### config.mk
export PLATFORM = sky130hd
export DESIGN_NAME = branch_predictor
export DESIGN_NICKNAME = d
export VERILOG_FILES = /design/src/rtl/branch_predictor.sv
export SDC_FILE = /design/constraint.sdc
export NUM_CORES = 1
export LEC_CHECK = 0
export BUFFER_PORTS_ARGS = -buffer_cell sky130_fd_sc_hd__buf_2
export CORE_MARGIN = 2
export CORE_UTILIZATION = 62
export CTS_CLUSTER_SIZE = 25
export DETAILED_ROUTE_END_ITERATION = 16
export PLACE_DENSITY = 0.9
export SLEW_MARGIN = 25
export SYNTH_ARGS = -nofsm -noshare
export SYNTH_HDL_FRONTEND = slang
export SYNTH_SLANG_ARGS = --single-unit
### constraint.sdc
create_clock -name clk -period 3.2 [get_ports clk]
set_clock_uncertainty 0.15 [all_clocks]
set_input_delay 0.16 -clock clk [delete_from_list [all_inputs] [get_ports clk]]
set_output_delay 0.16 -clock clk [all_outputs]
set_load 0.02 [all_outputs]
### src/rtl/branch_predictor.sv
// Direct-mapped branch target buffer with per-entry saturating direction counters.
// Lookup is combinational from the fetch PC; decode-stage resolutions train the table.
module branch_predictor #(
    parameter int PC_WIDTH = 16,
    parameter int ENTRIES  = 8,
    parameter int CTR_BITS = 2
) (
    input  logic                clk,
    input  logic                rst,
    input  logic [PC_WIDTH-1:0] lookup_pc,
    output logic                pred_hit,
    output logic                pred_taken,
    output logic [PC_WIDTH-1:0] pred_next_pc,
    input  logic                upd_en,
    input  logic [PC_WIDTH-1:0] upd_pc,
    input  logic                upd_taken,
    input  logic                upd_jump,
    input  logic [PC_WIDTH-1:0] upd_target,
    input  logic                inv
);

    localparam int IDX   = $clog2(ENTRIES);
    localparam int TAG_W = PC_WIDTH - IDX - 1;

    localparam logic [CTR_BITS-1:0] CTR_ZERO = {CTR_BITS{1'b0}};
    localparam logic [CTR_BITS-1:0] CTR_ONE  = CTR_BITS'(1'b1);
    localparam logic [CTR_BITS-1:0] CTR_MAX  = {CTR_BITS{1'b1}};
    localparam logic [CTR_BITS-1:0] CTR_WT   = CTR_ONE << (CTR_BITS - 1);
    localparam logic [CTR_BITS-1:0] CTR_WNT  = CTR_WT - CTR_ONE;
    localparam logic [PC_WIDTH-1:0] PC_STEP  = PC_WIDTH'(2'd2);

    logic                valid_r  [ENTRIES];
    logic [TAG_W-1:0]    tag_r    [ENTRIES];
    logic [PC_WIDTH-1:0] target_r [ENTRIES];
    logic [CTR_BITS-1:0] ctr_r    [ENTRIES];

    logic [IDX-1:0]      lkp_idx_s;
    logic [TAG_W-1:0]    lkp_tag_s;
    logic [IDX-1:0]      upd_idx_s;
    logic [TAG_W-1:0]    upd_tag_s;
    logic                upd_hit_s;
    logic                wr_en_s;
    logic [CTR_BITS-1:0] new_ctr_s;
    logic [PC_WIDTH-1:0] new_target_s;

    assign lkp_idx_s = lookup_pc[IDX:1];
    assign lkp_tag_s = lookup_pc[PC_WIDTH-1:IDX+1];
    assign upd_idx_s = upd_pc[IDX:1];
    assign upd_tag_s = upd_pc[PC_WIDTH-1:IDX+1];
    assign upd_hit_s = valid_r[upd_idx_s] && (tag_r[upd_idx_s] == upd_tag_s);

    // Fetch-side prediction, read from the pre-update table contents (no bypass).
    always_comb begin
        pred_hit     = valid_r[lkp_idx_s] && (tag_r[lkp_idx_s] == lkp_tag_s);
        pred_taken   = pred_hit && ctr_r[lkp_idx_s][CTR_BITS-1];
        pred_next_pc = lookup_pc + PC_STEP;
        if (pred_taken) begin
            pred_next_pc = target_r[lkp_idx_s];
        end else begin
            pred_next_pc = lookup_pc + PC_STEP;
        end
    end

    // Training decision; a not-taken jump is treated as taken.
    always_comb begin
        wr_en_s      = 1'b0;
        new_ctr_s    = ctr_r[upd_idx_s];
        new_target_s = target_r[upd_idx_s];
        if (upd_en && !inv) begin
            if (upd_hit_s) begin
                wr_en_s = 1'b1;
                if (upd_jump) begin
                    new_ctr_s    = CTR_MAX;
                    new_target_s = upd_target;
                end else if (upd_taken) begin
                    new_ctr_s    = (ctr_r[upd_idx_s] == CTR_MAX) ? CTR_MAX
                                                                 : ctr_r[upd_idx_s] + CTR_ONE;
                    new_target_s = upd_target;
                end else begin
                    new_ctr_s    = (ctr_r[upd_idx_s] == CTR_ZERO) ? CTR_ZERO
                                                                  : ctr_r[upd_idx_s] - CTR_ONE;
                end
            end else if (upd_taken || upd_jump) begin
                wr_en_s      = 1'b1;
                new_ctr_s    = upd_jump ? CTR_MAX : CTR_WT;
                new_target_s = upd_target;
            end else begin
                wr_en_s = 1'b0;
            end
        end else begin
            wr_en_s = 1'b0;
        end
    end

    // Table storage: async reset, invalidate-all beats any same-cycle update.
    always_ff @(posedge clk or negedge rst) begin
        if (!rst) begin
            for (int i = 0; i < ENTRIES; i++) begin
                valid_r[i]  <= 1'b0;
                tag_r[i]    <= {TAG_W{1'b0}};
                target_r[i] <= {PC_WIDTH{1'b0}};
                ctr_r[i]    <= CTR_WNT;
            end
        end else if (inv) begin
            for (int i = 0; i < ENTRIES; i++) begin
                valid_r[i] <= 1'b0;
            end
        end else if (wr_en_s) begin
            valid_r[upd_idx_s]  <= 1'b1;
            tag_r[upd_idx_s]    <= upd_tag_s;
            target_r[upd_idx_s] <= new_target_s;
            ctr_r[upd_idx_s]    <= new_ctr_s;
        end
    end

endmodule

**After elaboration in Yosys (flattened, before gate mapping)**

Index checks and enable logic that the tools add are counted.

- Bitwise operators: 4
- Reduce and logical (&&, ||, !) cells: 10
- Add/sub/neg operators: 3
- Muxes and demuxes: 54
- Magnitude comparators: 3
- Equality and inequality tests: 3

Operators with widths:

| cell | number |
|---|---|
| $mux 16 | 11 |
| $bwmux 128 | 1 |
| $bmux 16 s3 | 2 |
| $bwmux 96 | 1 |
| $bmux 12 s3 | 2 |
| $mux 12 | 5 |
| $demux 16 s3 | 1 |
| $demux 12 s3 | 1 |
| $eq 12x12->1 | 2 |
| $mux 2 | 12 |
| $add 16x2->16 const B | 1 |
| $bwmux 16 | 1 |
| $mux 8 | 2 |
| $bmux 2 s3 | 2 |
| $mux 1 | 9 |
| $ge 4x4->1 const B | 2 |
| $not 3->4 | 2 |
| $or 8x8->8 | 1 |
| $bmux 1 s3 | 2 |
| $demux 2 s3 | 1 |
| $logic_and 1x1->1 | 5 |
| $lt 4x1->1 const B | 1 |
| $demux 1 s3 | 1 |
| $add 2x1->2 const B | 1 |
| 8 further kinds | 8 |

- Flip-flop bits (word level): 248
- Logic and storage cells: 109
- Output and inout port bits: 18
- Bits of input ports: 54

**Depth between registers and ports, before layout**

- Depth in word-level cells: 11
- Mapped depth: 13

**Worst setup path after synthesis**

No wires, ideal clock.

- Path kind: input port to output port
- Start point: input port lookup_pc[1]
- End point: output port pred_next_pc[10]
- Stages: 12
- Path slack: -66 ps
- Data required time: 2,890 ps
- Arrival time: 2,956 ps
- Cell sequence: buf_2 buf_6 buf_2 mux4_2 mux2i_1 xor2_1 nand4_1 nor4b_1 buf_2 buf_4 nor2_1 a21oi_1

- Word-level cells in the longest chain between the ends: 8

Ends and longest elaborated chain:

| item | RTL line | source |
|---|---|---|
| start, declared | 10 | `input logic [PC_WIDTH-1:0] lookup_pc,` |
| $not 3->4 (not written as such) * | 54, 55 |  |
| $bmux 12 s3 | 54 | `pred_hit = valid_r[lkp_idx_s] && (tag_r[lkp_idx_s] == lkp_tag_s);` |
| $mux 12 (not written as such) (2 in a row) | 54 |  |
| $eq 12x12->1 | 54 |  |
| $logic_and 1x1->1 | 54 |  |
| $logic_and 1x1->1 * | 55 | `pred_taken = pred_hit && ctr_r[lkp_idx_s][CTR_BITS-1];` |
| via pred_taken | 12 | `output logic pred_taken,` |
| $mux 16 * | 57 | `if (pred_taken) begin` |
| end, declared | 13 | `output logic [PC_WIDTH-1:0] pred_next_pc,` |

Mark *: on every way through the listed nets, which the timed path passes. The rest lies on a longest branch. The select of a mux whose other input is x is not followed.

**Worst setup path in the final report**

- Start point: register tag_r[10] (netlist name)
- End point: output port pred_next_pc[5]

- Word-level cells in the longest chain between the ends: 7

Ends and longest elaborated chain:

| item | RTL line | source |
|---|---|---|
| start, declared | 33 | `logic [TAG_W-1:0] tag_r [ENTRIES];` |
| start signal, assigned by index | 100 | `tag_r[i] <= {TAG_W{1'b0}};` |
| start signal, assigned by index | 110 | `tag_r[upd_idx_s] <= upd_tag_s;` |
| $bmux 12 s3 | 54 |  |
| $mux 12 (not written as such) (2 in a row) | 54 |  |
| $eq 12x12->1 | 54 |  |
| $logic_and 1x1->1 | 54 |  |
| $logic_and 1x1->1 | 55 |  |
| $mux 16 | 57 |  |

Every way passes these cells. The select of a mux whose other input is x is not followed.

==> results_dict.tcl <==
set metrics [dict create \
    outcome "finished with violations" \
    violations "hold timing, setup timing" \
    rrSetupSlack_ps -500 \
    seq_area_frac_synth 0.434 \
    drv_cap 0 \
    io_pins 72 \
    slew-limit-headroom 0.515 \
    cts.clk_slew.worst_paths_ps 60 \
    drcViolationCount 0 \
    htreeDepth 1 \
    drv_slew 0 \
    finalHoldViolCount 8 \
    viasPerCell 7.67 \
    initial_utilization 0.632 \
    finalSetupTns_ps -78790 \
    rr_startpoint "tag_r[19]$_DFFE_PN0P_" \
    diodes 0 \
    dieHeight_um 156 \
    vias 11629 \
    crit_start "tag_r[10]$_DFFE_PN0P_" \
    grt_overflow_total 0 \
    ys_ff_latch 248 \
    ant_nets 0 \
    antenna_found_initial 1 \
    synth_edf_count 0 \
    clock_path_buffers 3 \
    grt_setup_unrepaired "yes" \
    hold_class "input pin to async pin" \
    cp.required_ps 2890 \
    place.gp.congestion 0.926 \
    crit_path_start_kind "register" \
    grt_pass1_vias 11303 \
    finalSetupViolations 264 \
    die_w_um 156 \
    fmax_mhz 255 \
    max-vdd-ir-drop_uv 446 \
    layout.nets 1267 \
    grtUsageTotal 0.359 \
    rows 55 \
    syn_avg_cell_area_um2 13.5 \
    synth_area_um2 14300 \
    setup_ws_ps -728 \
    grt_max_degree 97 \
    ys_types 63 \
    worstSkewPairLatency_ps 560 \
    ys.flop_type "dfrtp_1" \
    dp_slack_ps -81.3 \
    first_iter_violations 1581 \
    synth_area_leader_cell "dfrtp_1" \
    clock_sinks 248 \
    crit_type "register to output port" \
    worstMarginPinSlew_ps 728 \
    period_needed_ps 3930 \
    power_w 0.0110 \
    dr.pass1.iters 6 \
    synth.most_common_cell "dfrtp_1" \
    synth_area_leaders "dfrtp_1, mux2_2, mux4_2" \
    cts-root-buf "clkbuf_16" \
    post-route-period-util 1.23 \
    io_buffers 70 \
    place_hpwl_um 26100 \
    cts_tree "yes" \
    cp_max_fo 8 \
    synth_commonest_cells "dfrtp_1, mux2_2, mux2i_1, mux4_2, a21oi_1" \
    placeableCoreArea_um2 22600 \
    wirelength_um 51700 \
    dieArea_um2 24300 \
    crit_arrival_ps 3620 \
    n_fill_cell 1075 \
    yosysWarnings 0 \
    drive_gt1_frac 0.488 \
    whs_ps -14.5 \
    p_per_area_nw_per_um2 632 \
    syn_inst 1062 \
    grt_pass1_wl_um 66300 \
    wl_per_cell_um 34.1 \
    numCtsBuffers 27 \
    syn_nets 1117 \
    leakage_nw 7.84 \
    area_growth_pct 22.2 \
    end_kind "output port" \
    synth_top_area_frac 0.420 \
    async_flop_share 1.00 \
]
-- per-layer routing --
| layer | wire length (um) | GRT usage | up-vias |
|---|---|---|---|
| li1 | - | - | 4325 |
| met1 | 17300 | 0.460 | 5726 |
| met2 | 22800 | 0.561 | 1176 |
| met3 | 7170 | 0.0917 | 402 |
| met4 | 4450 | 0.201 | 0 |
| met5 | 0 | 0 | - |
-- through the flow --
stage | area (um^2) | util | cells
finish | 17500 | 0.773 | 1517
detailed placement | 15500 | 0.684 | 1417
global route | 17500 | 0.773 | 1517
CTS | 16700 | 0.736 | 1489
floorplan | 14300 | - | 1062
global placement | 15500 | 0.684 | 1417
-- where the power goes --
group | switching (W) | total, W | internal (W)
combinational | 0.00141 | 0.00316 | 0.00174
clock | 0.00136 | 0.00314 | 0.00177
sequential | 0.000834 | 0.00475 | 0.00392
-- flip-flops by register name, summed over array words and instances (netlist names) --
register	count
ctr_r	16
tag_r	96
target_r	128
valid_r	8
-- cell usage in the layout (no fill, tap or decap), types with 13 or more instances in the layout --
cell / count
mux2_4: 120
buf_12: 24
mux4_2: 69
nand2_1: 20
nor2_1: 44
a22oi_1: 18
xor2_1: 16
a21oi_2: 13
dlygate4sd3_1: 14
buf_4: 89
mux2_2: 126
clkbuf_16: 37
a21oi_1: 43
mux2i_1: 84
buf_2: 52
xnor2_1: 14
a221oi_1: 19
dfrtp_1: 240
-- kinds of logic after synthesis --
| logic type | share of synthesized area |
|---|---|
| xor gates and xnor gates | 0.0184 |
| muxes | 0.387 |
| buffers and inverters | 0.0402 |
| and+or+nand+nor | 0.0409 |
| DFF | 0.434 |
| adders and majority gates | 0.00157 |
| AOI/OAI and AO/OA | 0.0777 |
-- final cells by class --
type	count	area (um^2)	share of cell area
Tap cell	285	357	0.0204
Sequential cell	248	6220	0.355
Clock inverter	8	101	0.00579
Clock buffer	41	748	0.0428
Timing Repair Buffer	208	2080	0.119
Multi-Input combinational cell	717	7960	0.455
Inverter	10	37.5	0.00215
-- final timing paths --
check | cells after the start | end
setup / recovery | 11 | pred_next_pc[5]
hold reg to reg | 1 | tag_r[71]$_DFFE_PN0P_
setup reg to reg | 11 | tag_r[10]$_DFFE_PN0P_
min in group clk | 4 | target_r[15]$_DFFE_PN0P_
hold / removal | 2 | tag_r[92]$_DFFE_PN0P_
max in group asynchronous | 3 | target_r[77]$_DFFE_PN0P_
-- critical path, stage by stage, from the launching register on --
cell and delay [ps]:
dfrtp_1 440, mux4_2 510, mux2i_1 260, buf_4 190
xor2_1 180, nand3_1 150, buf_4 180, nor4b_4 310
buf_6 230, mux2i_1 280, o211a_1 220, buf_6 120
-- repair_timing --
action | in CTS | in global routing
buffers inserted | 8 | 16
gates cloned | 1 | 11
endpoints found under the hold margin | 344 | 0
pin swaps | 5 | 11
hold buffers | 14 | 0
resized for setup | 30 | 108
endpoints found under the setup margin | 28 | 134
Note: power is estimated with default switching activity, not from simulation.
